File: config.mk
export PLATFORM = sky130hd
export DESIGN_NAME = irq_source_dev
export DESIGN_NICKNAME = d
export VERILOG_FILES = /design/src/rtl/irq_source_dev.sv
export SDC_FILE = /design/constraint.sdc
export NUM_CORES = 1
export LEC_CHECK = 0
export CAP_MARGIN = 20
export CORE_MARGIN = 1
export CORE_UTILIZATION = 40
export DETAILED_ROUTE_END_ITERATION = 10
export PLACE_DENSITY = 0.72
export SLEW_MARGIN = 20
export SYNTH_ARGS = -nofsm -noshare
export SYNTH_HDL_FRONTEND = slang
export SYNTH_SLANG_ARGS = --single-unit
File: constraint.sdc
create_clock -name clk -period 4.1 [get_ports clk]
set_clock_uncertainty 0.2 [all_clocks]
set_input_delay 0.41 -clock clk [delete_from_list [all_inputs] [get_ports clk]]
set_output_delay 0.41 -clock clk [all_outputs]
set_load 0.01 [all_outputs]
File: src/rtl/irq_source_dev.sv
`default_nettype none
// ============================================================================
// Module   : irq_source_dev
// Brief    : Memory-mapped interrupt source with a countdown timer and a
//            PC-match trigger; raises irq until the handler stores to BASE.
// Revision : 1.0 - initial release
// ============================================================================
module irq_source_dev #(
    parameter logic [31:0] BASE = 32'h0000_7F20
) (
    input  logic        clk,
    input  logic        reset,
    input  logic [31:0] dev_addr,
    input  logic [3:0]  dev_byteen,
    input  logic [31:0] dev_wdata,
    output logic [31:0] dev_rdata,
    input  logic [31:0] macroscopic_pc,
    output logic        irq
);

    localparam logic [29:0] c_base_word   = BASE[31:2];
    localparam logic [2:0]  c_off_status  = 3'd0;
    localparam logic [2:0]  c_off_ctrl    = 3'd1;
    localparam logic [2:0]  c_off_preset  = 3'd2;
    localparam logic [2:0]  c_off_count   = 3'd3;
    localparam logic [2:0]  c_off_match   = 3'd4;

    localparam logic [1:0]  c_st_idle     = 2'd0;
    localparam logic [1:0]  c_st_cnt      = 2'd1;
    localparam logic [1:0]  c_st_pend     = 2'd2;

    logic [29:0] w_word;
    logic        w_hit;
    logic        w_wr;
    logic        w_ack;
    logic        w_ctrl_wr;
    logic        w_preset_wr;
    logic        w_match_wr;
    logic        w_ten_off;
    logic [2:0]  w_ctrl_wval;
    logic [31:0] w_preset_wval;
    logic [31:0] w_match_wval;
    logic [31:0] w_pc_al;
    logic        w_pc_fire;
    logic        w_timer_fire;
    logic        w_clr_ten;
    logic [31:0] w_count_next;
    logic [1:0]  w_state_next;
    logic        w_unused_bits;

    logic [1:0]  r_state;
    logic [1:0]  r_status;
    logic [2:0]  r_ctrl;
    logic [31:0] r_preset;
    logic [31:0] r_count;
    logic [31:0] r_match;
    logic [31:0] r_prev_pc;

    function automatic logic [31:0] f_merge(
        input logic [31:0] old_v,
        input logic [31:0] new_v,
        input logic [3:0]  be
    );
        logic [31:0] res;
        for (int i = 0; i < 4; i++) begin
            res[8*i +: 8] = be[i] ? new_v[8*i +: 8] : old_v[8*i +: 8];
        end
        return res;
    endfunction

    // Addresses below BASE wrap to large word offsets and miss the window.
    assign w_word        = dev_addr[31:2] - c_base_word;
    assign w_hit         = (w_word < 30'd5);
    assign w_wr          = w_hit && (dev_byteen != 4'b0000);
    assign w_ack         = w_wr && (w_word[2:0] == c_off_status);
    assign w_ctrl_wr     = w_wr && (w_word[2:0] == c_off_ctrl);
    assign w_preset_wr   = w_wr && (w_word[2:0] == c_off_preset);
    assign w_match_wr    = w_wr && (w_word[2:0] == c_off_match);

    assign w_ctrl_wval   = dev_byteen[0] ? dev_wdata[2:0] : r_ctrl;
    assign w_preset_wval = f_merge(r_preset, dev_wdata, dev_byteen);
    assign w_match_wval  = f_merge(r_match, dev_wdata, dev_byteen) & 32'hFFFF_FFFC;
    assign w_ten_off     = w_ctrl_wr && !w_ctrl_wval[0];

    assign w_pc_al       = {macroscopic_pc[31:2], 2'b00};
    assign w_pc_fire     = r_ctrl[2] && (w_pc_al == r_match) && (r_prev_pc != r_match);
    assign w_unused_bits = ^{dev_addr[1:0], macroscopic_pc[1:0]};

    // Timer state register
    always_ff @(posedge clk) begin
        if (!reset) begin
            r_state <= c_st_idle;
        end else begin
            r_state <= w_state_next;
        end
    end

    // Timer next-state logic
    always_comb begin
        w_state_next = r_state;
        case (r_state)
            c_st_idle: begin
                if (w_ctrl_wr && w_ctrl_wval[0]) begin
                    w_state_next = c_st_cnt;
                end
            end
            c_st_cnt: begin
                if (w_ten_off) begin
                    w_state_next = c_st_idle;
                end else if (!w_preset_wr && (r_count == 32'd0)) begin
                    w_state_next = c_st_pend;
                end
            end
            c_st_pend: begin
                if (w_ten_off) begin
                    w_state_next = c_st_idle;
                end else if (w_ack) begin
                    w_state_next = r_ctrl[1] ? c_st_cnt : c_st_idle;
                end
            end
            default: w_state_next = c_st_idle;
        endcase
    end

    // Timer outputs: count update, fire strobe and one-shot disable
    always_comb begin
        w_count_next = r_count;
        w_timer_fire = 1'b0;
        w_clr_ten    = 1'b0;
        case (r_state)
            c_st_idle: begin
                if (w_ctrl_wr && w_ctrl_wval[0]) begin
                    w_count_next = r_preset;
                end
            end
            c_st_cnt: begin
                if (w_ten_off) begin
                    w_count_next = r_count;
                end else if (w_preset_wr) begin
                    w_count_next = w_preset_wval;
                end else if (r_count == 32'd0) begin
                    w_timer_fire = 1'b1;
                end else begin
                    w_count_next = r_count - 32'd1;
                end
            end
            c_st_pend: begin
                if (!w_ten_off && w_ack) begin
                    if (r_ctrl[1]) begin
                        w_count_next = r_preset;
                    end else begin
                        w_clr_ten = 1'b1;
                    end
                end
            end
            default: w_count_next = r_count;
        endcase
    end

    // Register file; a set event in the ACK cycle wins over the clear.
    always_ff @(posedge clk) begin
        if (!reset) begin
            r_status  <= 2'b00;
            r_ctrl    <= 3'b000;
            r_preset  <= 32'd0;
            r_count   <= 32'd0;
            r_match   <= 32'd0;
            r_prev_pc <= 32'd0;
        end else begin
            r_status[0] <= w_timer_fire | (r_status[0] & ~w_ack);
            r_status[1] <= w_pc_fire | (r_status[1] & ~w_ack);
            if (w_ctrl_wr) begin
                r_ctrl <= w_ctrl_wval;
            end else if (w_clr_ten) begin
                r_ctrl[0] <= 1'b0;
            end
            if (w_preset_wr) begin
                r_preset <= w_preset_wval;
            end
            if (w_match_wr) begin
                r_match <= w_match_wval;
            end
            r_count   <= w_count_next;
            r_prev_pc <= w_pc_al;
        end
    end

    always_comb begin
        dev_rdata = 32'd0;
        if (w_hit) begin
            case (w_word[2:0])
                c_off_status: dev_rdata = {30'd0, r_status};
                c_off_ctrl:   dev_rdata = {29'd0, r_ctrl};
                c_off_preset: dev_rdata = r_preset;
                c_off_count:  dev_rdata = r_count;
                c_off_match:  dev_rdata = r_match;
                default:      dev_rdata = 32'd0;
            endcase
        end
    end

    assign irq = |r_status;

endmodule
`default_nettype wire

Word level (Yosys, flattened, before mapping) --
Index checks and enable logic that the tools add are counted.
Word-level totals: output and inout port bits 33, input port bits 102, logic and storage cells 93, register bits after elaboration 133
Operators by class: equality and inequality tests 15, bitwise operators 5, magnitude comparators 1, add/sub/neg operators 2, mux-type cells 30, reduce and logical (&&, ||, !) cells 28
Operators with widths (count):
- $mux W32 | 7
- $pmux W32 S5 | 1
- $pmux W32 S3 | 1
- $logic_not A32 Y1 | 1
- $mux W8 | 4
- $ne A32 B32 Y1 | 1
- $sub A32 B1 Y32 const B | 1
- $eq A30 B30 Y1 | 1
- $lt A30 B3 Y1 const B | 1
- $sub A30 B13 Y30 const B | 1
- $logic_and A1 B1 Y1 | 11
- $mux W1 | 11
- $mux W2 | 5
- $reduce_and A2 Y1 | 5
- $ne A3 B3 Y1 const B | 3
- $ne A2 B2 Y1 const B | 4
- $eq A3 B2 Y1 const B | 2
- $pmux W2 S3 | 1
- $reduce_and A6 Y1 | 1
- $reduce_bool A4 Y1 | 1
- $eq A3 B1 Y1 const B | 1
- $eq A3 B3 Y1 const B | 1
- $logic_not A1 Y1 | 3
- $logic_not A3 Y1 | 1
- 10 further kinds | 12

Logic depth before layout (Yosys ltp) --
depth in word-level cells 11, gate-level depth with buffers 12, gate-level depth less buffers 10

Worst setup path before layout --
Ideal clock, no wire load.
path kind input to register, from input dev_addr[18], to register r_count[27], setup time 0.136 ns, required time 3.764 ns, setup slack 0.650 ns, buffers on the path 1, stages 9, data arrival time 3.113 ns, cells stage by stage or4_4 -> or3_1 -> a221o_1 -> a2111oi_4 -> nand4_2 -> nor4_4 -> a21o_4 -> buf_4 -> a311oi_2
Between the ends: cells in the longest elaborated chain, start to end 9, elaborated cells between the ends (all ways) 18, classes of those cells add/sub (1); order compare (1); eq/ne (4); mux (3); reduce/logical (9)
RTL lines:
- start, declared | line 13 | input logic [31:0] dev_addr,
- $sub A30 B13 Y30 (*) | line 72 | assign w_word = dev_addr[31:2] - c_base_word;
- $lt A30 B3 Y1 (*) | line 73 | assign w_hit = (w_word < 30'd5);
- $logic_and A1 B1 Y1 (*) | line 74 | assign w_wr = w_hit && (dev_byteen != 4'b0000);
- $logic_and A1 B1 Y1 | line 76 | assign w_ctrl_wr = w_wr && (w_word[2:0] == c_off_ctrl);
- $logic_and A1 B1 Y1 | line 83 | assign w_ten_off = w_ctrl_wr && !w_ctrl_wval[0];
- $logic_not A1 Y1 | line 148 | if (!w_ten_off && w_ack) begin
- $logic_and A1 B1 Y1 | line 148
- $ne A2 B2 Y1 (no line)
- $reduce_and A6 Y1 (no line)
- end signal, assigned | line 183 | r_count <= w_count_next;
- end, declared | line 55 | logic [31:0] r_count;
Mark *: on every way between the ends. The rest lies on a longest branch, timed or not. The select of a mux whose other input is x is not followed. A chain may end at the register's enable or synchronous reset.

Worst setup path in the final report --
from input dev_addr[5], to output dev_rdata[4]
Between the ends: cells in the longest elaborated chain, start to end 3
RTL lines:
- $sub A30 B13 Y30 | line 72
- $lt A30 B3 Y1 | line 73
- $mux W32 | line 190 | if (w_hit) begin
- end, declared | line 16 | output logic [31:0] dev_rdata,
No other way between the ends.

==> impl_results.md <==
* Adder and majority cell fraction of the synthesized area at less than 1%
* Final critical delay including setup and external delays at 3.97 ns
* Critical path type: in -> out
* Number of buffers on the longest clock path at 2
* Total nets after synthesis at about 1,100
* Root cell of the clock tree: sky130_fd_sc_hd__clkbuf_16
* Share of flip-flops with an asynchronous set or reset after synthesis at 0%
* Overall die width at roughly 150 um
* Proportion of layout cells with a drive suffix above 1 at roughly 14%
* Kind of end point of the critical path: primary output
* Mean Syn Cell Area at about 8.4 um2
* I/O pin cnt at between 100 and 150
* Vias in the first global route at 8,399
* Cell area after layout at between 0.01 and 0.015 mm2
* Outcome: finished clean
* Critical path's most frequent cell: sky130_fd_sc_hd__buf_4
* WP buf/inv at 6
* Number of enable-type register cells in the synthesized netlist at 0
* Distinct cell type count after synthesis at 78
* Required time of the critical path at about 3.5 ns
* Slowest library cell on the worst path: sky130_fd_sc_hd__clkdlybuf4s50_1
* Post-synthesis simple-gate area fraction at between 20 and 30%
* Wire length of the first global-routing pass at between 40,000 and 50,000 um
* Pwr/cell area at roughly 280 mW/mm2
* Actual slew at the worst max-slew pin at roughly 0.81 ns
* Global Route Usage Sum at 26.1%
* Dominant synthesized flop cell: sky130_fd_sc_hd__dfxtp_1
* Count of inserted antenna diode cells at 0
* Cell count after synthesis at 1,039
* Number of buffers inserted by hold repair at cts at 0
* Number of cell rows at 53
* CP Data Arrival Time at between 3 and 4 ns
* Share of synthesized area occupied by flip-flops and latches at between 30 and 40%
* Syn Std Cell Area at just under 0.009 mm2
* Global-route congestion overflow total at 0
* DRT iter0 DRCs at around 810
* PortBufs at 130
* # setup viols final at 0
* Area inside the core boundary at ~0.021 mm2
* Count of endpoints failing hold in the final timing report at 0
* Number of remaining DRC errors at 0
* Peak clock frequency supported by timing at ~250 MHz
* Aggregate routed wire length at roughly 30,000 um
* Relative contribution of sequential cells to total power at ~40%
* Number of maximum-capacitance constraint violations at 0
* FF-to-FF Start: r_count[18]
* Clock buffer count from CTS at 17
* Antenna-violating nets left at 0
* Y dimension of the die at 149 um
* Vias/cell at about 5.9
* Fill cell count at between 1,500 and 2,000
* Combinational group share of total power at about a tenth
* Standby leakage power at 4.85 nW
* Clk slew on worst S/H paths at ~0.06 ns
* Crit path largest cell delay at approximately 0.48 ns
* Compound-cell area share of the yosys netlist at 17.5%
* Share of the synthesized area in the top cell type at 30.2%
* Destination of the worst register-to-register timing path: r_count[6]
* CTS HTree Levels at 4
* Kind of path behind the tightest hold check: reg -> reg
* Switching share of total power at between 20 and 25%
* Nets at 1,302
* Final slew viol count at 0
* DP Area at around 0.011 mm2
* Routability cong. at a little under 0.9
* Number of instances on the worst hold path at 2
* Largest family of logic cells by synthesized area: simple AND/OR/NAND/NOR gates
* Xor/xnor cell area share of the yosys netlist at 8.88%
* Synthesis-stage register bit count at 131
* WHS at 0.266 ns
* Launching element type of the critical path: input pin
* Final critical-path share of the clock period at between 90% and 100%
* Multiplexer share of the synthesized area at around 13%
* Setup slack on the worst flop-to-flop path at around 0.22 ns
* FF-to-FF path depth at 9
* Per-cell routed wire length at 19.6 um
* Number of vias after detailed routing at about 9,000
* Internal power at 2.42 mW
* Clock sink count at about 130
* Worst hold endpoint: r_status[1]
* Main area contributors after synthesis: sky130_fd_sc_hd__dfxtp_1 30%, sky130_fd_sc_hd__mux2i_1 12%, sky130_fd_sc_hd__xnor2_1 6.4%
* Initial antenna violation count at 0
* Clock latency at the later pin of the worst-skew pair at approximately 0.44 ns
* Count of yosys warnings during synthesis at 0
* TritonRoute pass-1 iters at 7
* TritonCTS clock tree: built
* Pin count of the biggest net entering global routing at roughly 110
* Max transition margin at a little under half
* Initial standard-cell utilization of the core at between 40% and 50%
* # Post-CTS Setup Buffers at 0
* Worst ir drop on vdd at 290 uV
* Die Outline Area at between 0.02 and 0.025 mm2
* Number of cells on the critical path at 13
* Maximum fanout encountered on the critical timing path at 30
* Estimated wirelength of the detail-placed design at ~21,000 um
* Cell-by-cell trace of the critical path: clkdlybuf4s50_1 -> inv_1 -> ha_1 -> nor2b_2 -> a2111oi_1 -> buf_4 -> nand3_1 -> a2111oi_2 -> buf_4 -> nand4_1 -> buf_12 -> nor2_1 -> clkdlybuf4s15_1
* Synth area leader: sky130_fd_sc_hd__dfxtp_1
* Layout Area Growth over Synthesis at 31.6%
* Clock power share at between 40 and 50%
* Switching Power at 0.773 mW
* Startpoint of the tightest hold check path: r_status[1]
* Cell family with the largest share of critical-path delay: buffers and inverters
==> cells in the final DEF, fill, tap and decap left out, types with 4 or more instances in the layout <==
cell / instances
sky130_fd_sc_hd__o211ai_1: 5
sky130_fd_sc_hd__nand3_1: 16
sky130_fd_sc_hd__buf_12: 9
sky130_fd_sc_hd__clkdlybuf4s50_1: 96
sky130_fd_sc_hd__nand2_1: 95
sky130_fd_sc_hd__or2_0: 4
sky130_fd_sc_hd__xnor2_1: 63
sky130_fd_sc_hd__mux2i_1: 105
sky130_fd_sc_hd__nor3_1: 25
sky130_fd_sc_hd__dfxtp_1: 131
sky130_fd_sc_hd__inv_1: 9
sky130_fd_sc_hd__a21oi_1: 39
sky130_fd_sc_hd__clkinv_2: 4
sky130_fd_sc_hd__xor2_1: 25
sky130_fd_sc_hd__nor4_1: 18
sky130_fd_sc_hd__nor3b_1: 5
sky130_fd_sc_hd__and2_1: 36
sky130_fd_sc_hd__or2_2: 7
sky130_fd_sc_hd__buf_4: 77
sky130_fd_sc_hd__o21ai_0: 4
sky130_fd_sc_hd__or3_1: 10
sky130_fd_sc_hd__nor2_1: 131
sky130_fd_sc_hd__nor4_2: 4
sky130_fd_sc_hd__a41oi_1: 5
sky130_fd_sc_hd__and3_1: 6
sky130_fd_sc_hd__a22oi_1: 15
sky130_fd_sc_hd__nor2b_1: 14
sky130_fd_sc_hd__or4_1: 8
sky130_fd_sc_hd__a31oi_1: 19
sky130_fd_sc_hd__nand4_1: 24
sky130_fd_sc_hd__nand2b_1: 4
sky130_fd_sc_hd__dlymetal6s2s_1: 24
sky130_fd_sc_hd__a211oi_1: 30
sky130_fd_sc_hd__clkbuf_16: 17
sky130_fd_sc_hd__clkinvlp_4: 4
sky130_fd_sc_hd__a311oi_2: 15
sky130_fd_sc_hd__nand3b_1: 6
sky130_fd_sc_hd__a311oi_1: 6
sky130_fd_sc_hd__a32oi_1: 10
==> Yosys cell counts, types with 6 or more instances <==
library cell and count:
sky130_fd_sc_hd__dfxtp_1 131, sky130_fd_sc_hd__nor2_1 131, sky130_fd_sc_hd__mux2i_1 105, sky130_fd_sc_hd__nand2_1 95, sky130_fd_sc_hd__xnor2_1 63, sky130_fd_sc_hd__clkbuf_1 50
sky130_fd_sc_hd__a21oi_1 39, sky130_fd_sc_hd__and2_1 36, sky130_fd_sc_hd__a211oi_1 30, sky130_fd_sc_hd__nor3_1 25, sky130_fd_sc_hd__xor2_1 25, sky130_fd_sc_hd__nand4_1 24
sky130_fd_sc_hd__a31oi_1 19, sky130_fd_sc_hd__nor4_1 19, sky130_fd_sc_hd__nand3_1 16, sky130_fd_sc_hd__nor2b_1 16, sky130_fd_sc_hd__a22oi_1 15, sky130_fd_sc_hd__a311oi_2 15
sky130_fd_sc_hd__buf_2 13, sky130_fd_sc_hd__a32oi_1 11, sky130_fd_sc_hd__or3_1 10, sky130_fd_sc_hd__inv_1 9, sky130_fd_sc_hd__or4_1 8, sky130_fd_sc_hd__or2_2 7
sky130_fd_sc_hd__a311oi_1 6, sky130_fd_sc_hd__and3_1 6, sky130_fd_sc_hd__nand3b_1 6
==> how the worst max path moves through the flow <==
stage                 startpoint            end  slack (ns)
global route         dev_addr[5]   dev_rdata[9]       -0.04
floorplan           dev_addr[18]    r_count[27]        0.65
global placement     dev_addr[5]   dev_rdata[2]       -0.19
finish               dev_addr[5]   dev_rdata[4]        0.13
CTS                 dev_addr[18]  dev_rdata[31]       -0.13
detailed placement  dev_addr[18]  dev_rdata[12]       -0.16
==> power groups by stage <==
stage          Sequential [mW]  Clock, mW  Combinational, mW
6_report                  1.30       1.57              0.332
5_1_grt                   1.30       1.62              0.350
3_5_place_dp              1.32          0              0.318
2_1_floorplan             1.32          0              0.132
3_3_place_gp              1.32          0              0.317
4_1_cts                   1.30       1.58              0.322
==> kinds of logic after synthesis <==
| logic type | after synthesis |
|---|---|
| flip-flops | 131 |
| adder cells (fa/ha/maj) | 2 |
| multiplexers | 107 |
| XOR/XNOR | 88 |
| AND/OR/NAND/NOR | 436 |
| buffers and inverters | 86 |
| AO/OA/AOI/OAI | 189 |
==> sequential cells by signal, summed over array words and instances (netlist names) <==
register / flops
r_preset: 32
r_match: 30
r_state: 2
r_count: 32
r_ctrl: 3
r_status: 2
r_prev_pc: 30
==> stage by stage <==
| step | setup TNS (ns) | std cells | power, mW | setup WS [ns] | util (%) |
|---|---|---|---|---|---|
| finish | 0 | 1486 | 3.19 | 0.129 | 54.0 |
| global route | -0.105 | 1486 | 3.27 | -0.0369 | 54.0 |
| CTS | -2.72 | 1485 | 3.19 | -0.128 | 53.6 |
| detailed placement | -9.51 | 1453 | 1.64 | -0.156 | 50.7 |
| global placement | -7.86 | 1453 | 1.64 | -0.186 | 50.7 |
| floorplan | 0 | 1039 | 1.45 | 0.650 | - |
==> cell type report <==
cell class	count	area (um2)	share of cell area, %
tap	275	344	3.01
clock buffer	19	443	3.88
inverter	10	37.5	0.329
multi-input combinational	822	5710	49.9
clock inverter	13	158	1.38
sequential	131	2620	23.0
timing repair buffer	216	2110	18.5
==> worst reg2reg max path, cell delays in order (launching register included) <==
cell                        delay [ns]
sky130_fd_sc_hd__dfxtp_1          0.37
sky130_fd_sc_hd__or4_1            0.57
sky130_fd_sc_hd__or4_1            0.60
sky130_fd_sc_hd__or4_1            0.70
sky130_fd_sc_hd__nor4_2           0.34
sky130_fd_sc_hd__o41ai_4          0.15
sky130_fd_sc_hd__buf_4            0.19
sky130_fd_sc_hd__buf_12           0.15
sky130_fd_sc_hd__a2111oi_0        0.42
sky130_fd_sc_hd__a31o_1           0.14
==> metal layers <==
metal	global-route usage (%)	part of all wire, %
met1	34.1	42
met2	42.2	47
met3	4.31	7.7
met4	11.3	3.3
met5	0	0
==> timing repair <==
action                                  in CTS  in global routing
pin swaps                                    1                  1
resized for setup                           12                 36
endpoints found under the setup margin      32                 32
Note: power is estimated with default switching activity, not from simulation.
